[src/rtl/ddr3_return_unpacker.sv]
// rtl/ddr3_return_unpacker.sv - drains BL return-FIFO beats into one burst-wide line with its base address.
// Optional macro RETURN_ADDR_CHECK_EN enables the in-burst address-continuity check driving line_err.
module ddr3_return_unpacker #(
    parameter int BL = 8,
    parameter int DW = 16,
    parameter int AW = 26
) (
    input  logic                 clk,
    input  logic                 reset,
    input  logic [AW+DW-1:0]     ret_data,
    input  logic [5:0]           ret_fillcount,
    output logic                 ret_get,
    output logic                 line_valid,
    input  logic                 line_ready,
    output logic [AW-1:0]        line_addr,
    output logic [BL*DW-1:0]     line_data,
    output logic                 line_err,
    output logic [15:0]          lines_done
);

    localparam int LB = $clog2(BL);
    localparam int CW = LB + 1;

    typedef enum logic {COLLECT, PRESENT} state_t;

    state_t             state_q, state_d;
    logic [CW-1:0]      issued_q, issued_d;
    logic [LB-1:0]      captured_q, captured_d;
    logic               get_q, get_d;
    logic [AW-1:0]      line_addr_q, line_addr_d;
    logic [BL*DW-1:0]   line_data_q, line_data_d;
    logic [15:0]        lines_done_q, lines_done_d;
    logic               fetch_ok;
    logic               get_en;
    logic               capture;
    logic               accept;

    // The FIFO fill count lags our own read by a cycle, so a count of 1 right
    // after a get may already be spoken for.
    always_comb begin
        fetch_ok = (ret_fillcount >= 6'd2) || ((ret_fillcount == 6'd1) && !get_q);
        get_en   = !reset && (state_q == COLLECT) && (issued_q < CW'(BL)) && fetch_ok;
        capture  = (state_q == COLLECT) && get_q;
        accept   = (state_q == PRESENT) && line_ready;
    end

    always_comb begin
        state_d      = state_q;
        issued_d     = issued_q;
        captured_d   = captured_q;
        get_d        = get_en;
        line_addr_d  = line_addr_q;
        line_data_d  = line_data_q;
        lines_done_d = lines_done_q;

        if (get_en) begin
            issued_d = issued_q + CW'(1);
        end

        if (capture) begin
            line_data_d[int'(captured_q)*DW +: DW] = ret_data[DW-1:0];
            if (captured_q == '0) begin
                line_addr_d = ret_data[AW+DW-1:DW];
            end
            if (captured_q == LB'(BL-1)) begin
                state_d    = PRESENT;
                issued_d   = '0;
                captured_d = '0;
            end else begin
                captured_d = captured_q + LB'(1);
            end
        end

        if (accept) begin
            state_d      = COLLECT;
            lines_done_d = lines_done_q + 16'd1;
        end
    end

    always_ff @(posedge clk) begin
        if (reset) begin
            state_q      <= COLLECT;
            issued_q     <= '0;
            captured_q   <= '0;
            get_q        <= 1'b0;
            line_addr_q  <= '0;
            line_data_q  <= '0;
            lines_done_q <= '0;
        end else begin
            state_q      <= state_d;
            issued_q     <= issued_d;
            captured_q   <= captured_d;
            get_q        <= get_d;
            line_addr_q  <= line_addr_d;
            line_data_q  <= line_data_d;
            lines_done_q <= lines_done_d;
        end
    end

`ifdef RETURN_ADDR_CHECK_EN
    logic          err_q, err_d;
    logic [AW-1:0] exp_addr;

    // Beat k must carry the base address with its low bits advanced by k, wrapping inside the burst.
    always_comb begin
        exp_addr          = line_addr_q;
        exp_addr[LB-1:0]  = line_addr_q[LB-1:0] + captured_q;
        err_d             = err_q;
        if (accept) begin
            err_d = 1'b0;
        end else if (capture && (captured_q != '0) && (ret_data[AW+DW-1:DW] != exp_addr)) begin
            err_d = 1'b1;
        end
    end

    always_ff @(posedge clk) begin
        if (reset) begin
            err_q <= 1'b0;
        end else begin
            err_q <= err_d;
        end
    end

    assign line_err = err_q;
`else
    assign line_err = 1'b0;
`endif

    assign ret_get    = get_en;
    assign line_valid = (state_q == PRESENT);
    assign line_addr  = line_addr_q;
    assign line_data  = line_data_q;
    assign lines_done = lines_done_q;

endmodule

[config.mk]
export PLATFORM = sky130hd
export DESIGN_NAME = ddr3_return_unpacker
export DESIGN_NICKNAME = d
export VERILOG_FILES = /design/src/rtl/ddr3_return_unpacker.sv
export SDC_FILE = /design/constraint.sdc
export NUM_CORES = 1
export LEC_CHECK = 0
export BUFFER_PORTS_ARGS = -buffer_cell sky130_fd_sc_hd__buf_2
export CAP_MARGIN = 20
export CELL_PAD_IN_SITES_DETAIL_PLACEMENT = 1
export CELL_PAD_IN_SITES_GLOBAL_PLACEMENT = 2
export CORE_MARGIN = 2
export CORE_UTILIZATION = 31
export CTS_BUF_LIST = sky130_fd_sc_hd__clkbuf_8 sky130_fd_sc_hd__clkbuf_16
export DETAILED_ROUTE_END_ITERATION = 6
export PLACE_DENSITY_LB_ADDON = 0.1
export SLEW_MARGIN = 0
export SYNTH_ARGS = -nofsm -noshare
export SYNTH_HDL_FRONTEND = slang
export SYNTH_SLANG_ARGS = --single-unit
[constraint.sdc]
create_clock -name clk -period 5.39 [get_ports clk]
set_clock_uncertainty 0.2 [all_clocks]
set_input_delay 1.078 -clock clk [delete_from_list [all_inputs] [get_ports clk]]
set_output_delay 1.078 -clock clk [all_outputs]
set_load 0.02 [all_outputs]
== Word-level counts from Yosys, hierarchy flattened ==
Index checks and enable logic that the tools add are counted.

* Add/sub/neg operators: 4
* Multipliers: 0
* Divide/modulo/power cells: 0
* Order comparisons: 2
* Eq/ne operators: 2
* Shifts and indexed selects: 2
* Mux-type cells: 5
* Bitwise logic cells: 1
* Reduce and logical (&&, ||, !) cells: 13

{| class="wikitable"
|+ Operators with widths
! kind !! number
|-
| $bwmux 128 || 1
|-
| $shift 16x33->128 const A || 1
|-
| $shiftx 16x33->128 || 1
|-
| $neg 7->33 || 1
|-
| $add 16x1->16 const B || 1
|-
| $mux 4 || 3
|-
| $eq 6x1->1 const B || 1
|-
| $ge 6x2->1 const B || 1
|-
| $logic_and 1x1->1 || 6
|-
| $add 4x1->4 const B || 1
|-
| $lt 4x4->1 const B || 1
|-
| $reduce_and 2->1 || 2
|-
| $add 3x1->3 const B || 1
|-
| $eq 3x3->1 const B || 1
|-
| $logic_not 3->1 || 1
|-
| $mux 3 || 1
|-
| $logic_not 1->1 || 2
|-
| $reduce_or 2->1 || 1
|-
| $logic_or 1x1->1 || 1
|-
| $not 1->1 || 1
|}

* Flip-flop bits (word level): 179
* Latch bits: 0
* Memory bits (writable): 0
* Memory bits (read-only): 0
* Input bits: 51
* Output and inout port bits: 173
* Logic and storage cells: 36
* Memories: 0

== Longest topological paths before layout ==
Gate-level depths: netlist of run 1.

* Depth in word-level cells: 7
* Gate-level depth with buffers: 11
* Mapped depth without buffers: 7

== Worst setup path before layout of run 1 ==
Ideal clock, no wire load.

* Path kind: input to output
* Start point: input port ret_fillcount[4]
* End point: output port ret_get
* Arrival time: 2.002 ns
* Data required time: 4.112 ns
* Path slack: 2.110 ns
* Stages: 3
* Buffers on the path: 1
* Cell sequence: or4_1 o31a_1 buf_6

* Cells in the longest elaborated chain, start to end: 4
* Elaborated cells between the ends (all ways): 5
* Classes of those cells: order compare: 1; eq/ne: 1; reduce/logical: 3

{| class="wikitable"
|+ RTL lines
! item !! RTL line !! text
|-
| start, declared || 11 || <nowiki>input logic [5:0] ret_fillcount,</nowiki>
|-
| branches (longest 2 deep; another with $ge 6x2->1) || n/a ||
|-
| $logic_or 1x1->1 * || 41 || <nowiki>fetch_ok = (ret_fillcount >= 6'd2) || ((ret_fillcount == 6'd1) && !get_q);</nowiki>
|-
| $logic_and 1x1->1 * || 42 || <nowiki>get_en = !reset && (state_q == COLLECT) && (issued_q < CW'(BL)) && fetch_ok;</nowiki>
|-
| end, declared || 12 || <nowiki>output logic ret_get,</nowiki>
|}

Every way passes the cells marked *.

== Worst setup path after layout of run 1 ==
* Start point: input port reset
* End point: output port ret_get

* Cells in the longest elaborated chain, start to end: 4

{| class="wikitable"
|+ RTL lines
! item !! RTL line !! text
|-
| start, declared || 9 || <nowiki>input logic reset,</nowiki>
|-
| $logic_not 1->1 || 42 ||
|-
| $logic_and 1x1->1 (3 in a row) || 42 ||
|}

No other way between the ends.

==> summary.txt, run 1 <==
Status = complete, no violations
Minimum clock period = 3.54 ns
RSZ-0062 raised after global routing = no
Fin. Hold Viols = 0
Vias/cell = 4.87
Crit path from = reset
CP required = 4.11 ns
Area of the core = 21900 µm²
Filler cells = 2630
Avg WL per Cell = 18.0 µm
Worst Hold Slack = 0.252 ns
Setup TNS = 0 ns
CP Launch Type = primary input
Yosys warnings = 0
TritonCTS Buffers = 17
Critical setup path kind = in -> out
Iter 0 DRT Violations = 225
Netlist cell types = 44
Critical path data arrival time = 2.26 ns
Fmax = 282 MHz
Num ports = 224
ANT cells = 0
Clock latency on the worst-skew pair = 0.43 ns
Top-count cell post-synth = dfxtp_1
Largest net degree at the start of global routing = 94
Total track usage = 19.0%
Max-Cap Viols = 0
Die width = 154 µm
Final HPWL DP = 15300 µm
HP Class = reg -> reg
Hold Crit Start = line_data[63]$_SDFFE_PP0P_
TritonCTS Sinks = 179
Clk root buf = clkbuf_16
# rows = 54
Cell Area, Synth = 6940 µm²
Nets = 1018
CTS resizes = 0
Setup-failing EPs final = 0
CP endpoint kind = output pin
FFs w/ async S/R, synth = 0%
Postcts setup bufs = 0
Pwr Density = 352 nW/µm²
CTS tree = done
I/O Buffers = 222
Leak = 4.13 nW
Placer Congestion = 0.726
Least-Margin Pin Slew = 1.04 ns
Cts hold-fix bufs = 0
Final Max Tran Viols = 0
Initial Utilization = 31.7%
Average size of a mapped cell = 8.97 µm²
Reg-to-reg startpoint = captured_q[1]$_SDFFE_PP0P_
Post-synth top area share = 51.7%
Commonest cells in the netlist = dfxtp_1, nand2_1, a21oi_1
Initial antenna violation count = 0
Drt total wl = 22600 µm
Critical Path Fanout Max = 86
Gate Count Post-Synth = 773
Post-synth EDFFs = 0
DRC errors left = 0
Synth area leaders = dfxtp_1, mux2i_1, nand2_1
Remaining antenna violation count = 0
GRT overflow = 0
Vias = 6108
DIE HEIGHT = 154 µm
Max clock buf depth = 2
DRT Pass-1 Iters = 4
Clk pin slew, worst setup/hold paths = 0.06 ns
Share of cells above drive strength 1 = 28.0%
Area Overhead vs Synth = 27.7%
Yosys top cell by area = dfxtp_1
Seq cells post-synth = 179
CTS H-Tree Depth = 4
Sequential fraction of the synthesis area = 51.7%
Max-slew headroom = 31.0%
Ys flop type = dfxtp_1
First-pass GRT wire length = 35400 µm
Vias in the first global route = 6166
Die ar. = 23600 µm²
Final Cycle Share = 65.7%
Syn_nets = 830
Maximum vdd ir drop = 0.200 mV
## metal layers
layer | up-vias | share of wire (%) | global-route usage (%)
met5 | - | 0 | 0
met4 | 0 | 0.94 | 4.94
met3 | 13 | 5.7 | 4.74
met2 | 146 | 46 | 30.6
met1 | 2956 | 47 | 25.5
li1 | 2993 | - | -
## report_power, final
part           internal (W)  switching (W)
Combinational     0.0000910       0.000212
Sequential          0.00135      0.0000151
Clock              0.000891       0.000559
## layout make-up
cell class | instances | area [µm²] | share of cell area, %
clock buffer | 18 | 439 | 4.96
timing repair buffer | 227 | 1170 | 13.3
multi-input combinational | 530 | 3040 | 34.3
clock inverter | 14 | 246 | 2.78
tap | 280 | 350 | 3.95
inverter | 6 | 22.5 | 0.254
sequential | 179 | 3580 | 40.5
## placed cells by master, fill, tap and decap left out, drive strengths merged, types with 6 or more instances in the layout
master | netlist | routed
buf | 25 | 227
dfxtp | 179 | 179
nand2 | 129 | 129
a21oi | 96 | 96
nor2 | 89 | 89
mux2i | 65 | 65
nand4 | 40 | 40
nand3 | 35 | 35
and2 | 20 | 20
clkbuf | 33 | 18
inv | 6 | 11
xnor2 | 8 | 8
nor2b | 6 | 6
ha | 6 | 6
bufinv | 0 | 6
## through the flow
stage	cell area [µm²]	instances	worst slack (ns)	util, %	power, W
2_1_floorplan	6940	773	2.11	-	0.00159
3_3_place_gp	8150	1221	1.85	37.2	0.00170
3_5_place_dp	8170	1222	1.84	37.3	0.00171
4_1_cts	8860	1254	1.84	40.5	0.00317
5_1_grt	8860	1254	1.70	40.5	0.00325
6_report	8860	1254	1.85	40.5	0.00312
## cells by family after synthesis
kind of cell	count (synthesis)	share of synthesized area, %
AND/OR/NAND/NOR	341	23.5
flip-flops	179	51.7
AO/OA/AOI/OAI	101	7.52
multiplexers	69	10.0
buffers and inverters	64	4.60
XOR/XNOR	12	1.52
adder cells (fa/ha/maj)	6	1.08
other	1	0.0541
## state kept, by name, indices dropped and copies added, names as in the netlist
name,cells
line_addr,26
get_q,1
captured_q,3
line_valid,1
issued_q,4
lines_done,16
line_data,128
## critical path: stages
cell	delay, ns
buf_6	0.26
nor3_1	0.32
o31a_1	0.35
buf_2	0.22
## path summary, 6_finish.rpt
path         slack (ns)  depth (start not counted)                          to
max                1.85                          4                     ret_get
min                0.25                          2  line_data[63]$_SDFFE_PP0P_
max reg2reg        2.41                          7  line_data[33]$_SDFFE_PP0P_
min reg2reg        0.25                          2  line_data[63]$_SDFFE_PP0P_
Power figures use the tool's default switching activity.
==> run 2, diff against run 1 <==
CORE_UTILIZATION = 29   (was 31)
clock period = 3.6 ns   (was 5.39 ns; I/O delays follow)
==> summary.txt, run 2 (same netlist as run 1, synthesis figures left out) <==
Fmax = 356 MHz
Setup TNS = 0 ns (unchanged)
Initial antenna violation count = 0 (unchanged)
Nets = 1021 (+0.29%)
Filler cells = 2811 (+6.9%)
Cts hold-fix bufs = 0 (unchanged)
Remaining antenna violation count = 0 (unchanged)
Max clock buf depth = 2 (unchanged)
Num ports = 224 (unchanged)
Max reg flops = 128 (unchanged)
# rows = 56 (+3.7%)
Crit path from = ret_fillcount[4]
Final Max Tran Viols = 0 (unchanged)
Critical path data arrival time = 1.89 ns (-0.37 ns)
Iter 0 DRT Violations = 319 (+42%)
Maximum vdd ir drop = 0.284 mV (+42%)
Most frequent cells in the layout = buf_2, dfxtp_1, nand2_1, a21oi_1, nor2_1
DRT Pass-1 Iters = 4 (unchanged)
Fin. Hold Viols = 0 (unchanged)
Share of cells above drive strength 1 = 28.2% (+0.18 points)
Vias = 6022 (-1.4%)
ANT cells = 0 (unchanged)
Hold Crit Start = line_data[63]$_SDFFE_PP0P_
Die ar. = 25200 µm² (+6.7%)
Critical setup path kind = in -> out
HP Class = reg -> reg
Least-Margin Pin Slew = 1.07 ns (+0.0316 ns)
CP endpoint kind = output pin
CP required = 2.68 ns (-1.43 ns)
Area of the core = 23500 µm² (+7.2%)
Final HPWL DP = 15700 µm (+2.2%)
Dpl cells = 1264 (+3.4%)
TritonCTS Buffers = 17 (unchanged)
Initial Utilization = 29.5% (-2.1 points)
Pwr Density = 494 nW/µm² (+40%)
Total track usage = 17.5% (-1.4 points)
Vias/cell = 4.65 (-4.5%)
Clk root buf = clkbuf_16
Vias in the first global route = 5802 (-5.9%)
Commonest non-fill, non-tap cell in the layout = buf_2
Minimum clock period = 2.81 ns
Worst Hold Slack = 0.248 ns (-0.00388 ns)
CTS H-Tree Depth = 4 (unchanged)
Non-Filler Instances = 1294 (+3.2%)
CP Launch Type = primary input
CTS resizes = 0 (unchanged)
Area Overhead vs Synth = 27.0%
Clock latency on the worst-skew pair = 0.42 ns (about the same)
DIE HEIGHT = 159 µm (+3.3%)
Drt total wl = 22400 µm (-0.78%)
Postcts setup bufs = 0 (unchanged)
Leak = 4.08 nW (-1.3%)
Max-Cap Viols = 0 (unchanged)
DRC errors left = 0 (unchanged)
Die width = 159 µm (+3.3%)
Critical Path Fanout Max = 6 (-93%)
RSZ-0062 raised after global routing = no
Setup-failing EPs final = 0 (unchanged)
Status = complete, no violations
Final Cycle Share = 78.0%
GRT overflow = 0 (unchanged)
TritonCTS Sinks = 179 (unchanged)
Largest net degree at the start of global routing = 93 (-1.1%)
I/O Buffers = 222 (unchanged)
Reg-to-reg startpoint = captured_q[1]$_SDFFE_PP0P_
Clk pin slew, worst setup/hold paths = 0.07 ns (about the same)
First-pass GRT wire length = 33600 µm (-5.0%)
CTS tree = done
Avg WL per Cell = 17.3 µm (-3.8%)
Placer Congestion = 0.718 (-1.1%)
Max-slew headroom = 28.9% (-2.1 points)
==> run 2: final cells by class <==
class	count	area (µm²)	area share [%]
Timing Repair Buffer	230	1180	13.4
Clock buffer	17	425	4.83
Inverter	6	22.5	0.256
Clock inverter	13	158	1.79
Sequential cell	179	3580	40.7
Tap cell	319	399	4.53
Multi-Input combinational cell	530	3040	34.5
==> run 2: final timing paths <==
path                           endpoint  slack, ns  depth (start not counted)
max                             ret_get       0.79                          4
min          line_data[63]$_SDFFE_PP0P_       0.25                          2
max reg2reg  line_data[10]$_SDFFE_PP0P_       0.94                          8
min reg2reg  line_data[63]$_SDFFE_PP0P_       0.25                          2
==> run 2: per-layer routing <==
layer | wire, µm | track usage (%) | vias to the layer above
li1 | - | - | 2990
met2 | 10500 | 28.1 | 137
met4 | 198 | 4.89 | 0
met3 | 1200 | 3.84 | 12
met5 | 0 | 0 | -
met1 | 10500 | 23.8 | 2883
==> run 2: power breakdown <==
group	leakage (nW)	switching (W)	internal, W
Sequential	1.45	0.0000230	0.00202
Clock	0.272	0.000836	0.00103
Combinational	2.36	0.000311	0.000133
Total	4.08	0.00117	0.00319
==> run 2: through the flow <==
step / power (W) / worst slack (ns) / cell area, µm² / util (%)
after floorplan: 0.00238 / 0.748 / 6940 / -
after global placement: 0.00254 / 0.787 / 8230 / 35.0
after detailed placement: 0.00255 / 0.789 / 8230 / 35.0
after CTS: 0.00443 / 0.790 / 8810 / 37.5
after global routing: 0.00455 / 0.697 / 8810 / 37.5
final: 0.00436 / 0.793 / 8810 / 37.5
==> run 2: critical path, stage by stage <==
cell and delay, ns:
buf_2 0.09, or4_1 0.53, o31a_1 0.35, buf_2 0.19
==> run 3, diff against run 2 <==
ABC_AREA = 1   (was unset)
CORE_UTILIZATION = 27   (was 29)
clock period = 2.6 ns   (was 3.6 ns; I/O delays follow)
==> summary.txt, run 3 <==
Status = complete, no violations
Maximum vdd ir drop = 0.331 mV (+16%)
Most frequent cells in the layout = nor2_1, buf_2, dfxtp_1, nand2_1, o21ai_0
First-pass GRT wire length = 40700 µm (+21%)
Sequential fraction of the synthesis area = 49.9% (-1.8 points)
Dpl cells = 1554 (+23%)
WHS Path Cells = 3 (+1)
Max clock buf depth = 2 (unchanged)
HP Class = in -> reg
Ys flop type = dfxtp_1
DIE HEIGHT = 167 µm (+5.4%)
Leak = 4.55 nW (+12%)
Synth area leaders = dfxtp_1, nor2_1, o21ai_0
Critical setup path kind = reg -> out
Max reg flops = 128 (unchanged)
TritonCTS Buffers = 17 (unchanged)
Vias in the first global route = 7218 (+24%)
DRC errors left = 0 (unchanged)
Setup TNS = 0 ns (unchanged)
Share of cells above drive strength 1 = 23.2% (-5.0 points)
Final HPWL DP = 18700 µm (+19%)
Drt total wl = 25900 µm (+16%)
Final core occ = 35.5% (-2.0 points)
FFs w/ async S/R, synth = 0% (unchanged)
Iter 0 DRT Violations = 348 (+9.1%)
Syn_nets = 1088 (+31%)
Final Cycle Share = 93.3%
Remaining antenna violation count = 0 (unchanged)
Worst-case reg-to-reg path depth = 8 (unchanged)
CP cell instances = nor3_1, nand2_1, inv_1, buf_2
Vias/cell = 4.49 (-3.6%)
Met3 GRT Util = 4.70% (+0.87 points)
Slowest stage cell, crit path = dfxtp_1
Gate Count Post-Synth = 1031 (+33%)
CTS tree = done
Clock latency on the worst-skew pair = 0.43 ns (about the same)
Filler cells = 3349 (+19%)
Average size of a mapped cell = 6.97 µm² (-22%)
Vias = 7123 (+18%)
Total track usage = 18.6% (+1.0 points)
Die ar. = 27900 µm² (+11%)
Max-slew headroom = 64.8% (+36 points)
CP required = 1.88 ns (-0.80 ns)
Worst Hold Slack = 0.0994 ns (-0.149 ns)
GRT overflow = 0 (unchanged)
Reg2Reg Setup Slack = 0.33 ns (-0.61 ns)
Non-Filler Instances = 1587 (+23%)
Sw Ratio = 31.3% (+4.4 points)
TritonCTS Sinks = 179 (unchanged)
Final Max Tran Viols = 0 (unchanged)
Least-Margin Pin Slew = 0.526 ns (-0.541 ns)
Pwr Density = 700 nW/µm² (+42%)
Pwr Total = 0.00648 W (+49%)
Initial antenna violation count = 3 (+3)
Flop pwr share = 44.8% (-2.2 points)
Critical Path Fanout Max = 7 (+1)
Commonest non-fill, non-tap cell in the layout = nor2_1
Largest net degree at the start of global routing = 101 (+8.6%)
Fin. Hold Viols = 0 (unchanged)
Logic gate share of total power = 13.9% (+3.7 points)
Top-count cell post-synth = nor2_1
CTS resizes = 0 (unchanged)
Critical path data arrival time = 1.70 ns (-0.19 ns)
Yosys top cell by area = dfxtp_1
P_sw = 0.00203 W (+73%)
# rows = 59 (+5.4%)
I/O Buffers = 222 (unchanged)
Clk pin slew, worst setup/hold paths = 0.08 ns (about the same)
Die width = 167 µm (+5.4%)
Yosys warnings = 0 (unchanged)
CTS H-Tree Depth = 4 (unchanged)
Post-synth EDFFs = 0 (unchanged)
Post-synth top area share = 49.9% (-1.8 points)
Clock Power Share = 41.3% (-1.5 points)
Netlist cell types = 24 (-45%)
Seq cells post-synth = 179 (unchanged)
Cell Area, Synth = 7190 µm² (+3.6%)
Fmax = 412 MHz
Minimum clock period = 2.42 ns
Initial Utilization = 27.6% (-2.0 points)
Area of the core = 26100 µm² (+11%)
Grt peak-use layer = met2
Met1 Resource Use GR = 24.9% (+1.1 points)
Postcts setup bufs = 0 (unchanged)
Area Overhead vs Synth = 28.8%
CP endpoint kind = output pin
Setup-failing EPs final = 0 (unchanged)
Clk root buf = clkbuf_16
CP peak stage delay = 0.39 ns (-0.14 ns)
Cts hold-fix bufs = 0 (unchanged)
Placer Congestion = 0.745 (+3.7%)
Nets = 1295 (+27%)
Commonest cells in the netlist = nor2_1, dfxtp_1, nand2_1
Max-Cap Viols = 0 (unchanged)
Met2 usage = 30.0% (+1.9 points)
Avg WL per Cell = 16.3 µm (-5.5%)
RSZ-0062 raised after global routing = no
DRT Pass-1 Iters = 4 (unchanged)
CP Launch Type = flop
Num ports = 224 (unchanged)
Internal = 0.00445 W (+40%)
## run 3: cell count changes after synthesis, sizes merged, moves of 8 or more
cell	delta
mux2i	-65
xnor2	-8
nor2	+252
o21ai	+143
nand3	-16
nand4	-35
and2	-20
nand2	+44
a21oi	-73
inv	+65
## run 3: metal layers
metal / vias to the layer above / routed length, µm
li1: 3630 / -
met1: 3313 / 12400
met2: 155 / 11700
met3: 21 / 1460
met4: 4 / 312
met5: - / 24
## run 3: worst paths after layout
kind | start | endpoint
max | line_valid$_SDFFE_PP0P_ | ret_get
max reg2reg | captured_q[0]$_SDFFE_PP0P_ | line_data[86]$_SDFFE_PP0P_
min | ret_data[27] | line_addr[11]$_SDFFE_PP0P_
min reg2reg | issued_q[3]$_SDFF_PP0_ | issued_q[3]$_SDFF_PP0_
## run 3: final cells by class
type                       count  area, µm²  share of cell area (%)
inverter                      71        268                    2.89
multi-input combinational    727       3100                    33.5
sequential                   179       3580                    38.7
timing repair buffer         242       1270                    13.8
clock inverter                13        159                    1.72
tap                          335        419                    4.53
clock buffer                  19        453                    4.89
antenna                        1       2.50                  0.0270
## run 3: kinds of logic (layout without fill, tap and decap cells)
kind of cell | Yosys count | in the layout | share of synthesized area, %
and+or+nand+nor | 546 | 546 | 29.6
DFF | 179 | 179 | 49.9
AOI/OAI and AO/OA | 173 | 173 | 12.2
buffers and inverters | 125 | 345 | 7.05
adders and majority gates | 6 | 6 | 1.04
other | 1 | 2 | 0.0522
xor gates and xnor gates | 1 | 1 | 0.122
## run 3: metrics by stage
| step | instance area, µm² | setup slack [ns] |
|---|---|---|
| floorplan | 7190 | 0.396 |
| global placement | 8640 | 0.365 |
| detailed placement | 8640 | 0.299 |
| CTS | 9250 | 0.152 |
| global route | 9250 | 0.0327 |
| finish | 9250 | 0.175 |
## run 3: power by group through the flow
stage               sequential, W  clock, W  combinational [W]
global placement          0.00297         0           0.000907
CTS                       0.00291   0.00277           0.000919
global route              0.00292   0.00288            0.00101
floorplan                 0.00309         0           0.000430
finish                    0.00290   0.00268           0.000898
detailed placement        0.00297         0           0.000914
## run 3: critical path, delay by kind of cell, from the launching register on
| kind | cells | cell delay, ns |
|---|---|---|
| flops | 1 | 0.39 |
| buf+inv | 2 | 0.29 |
| simple gates | 2 | 0.60 |
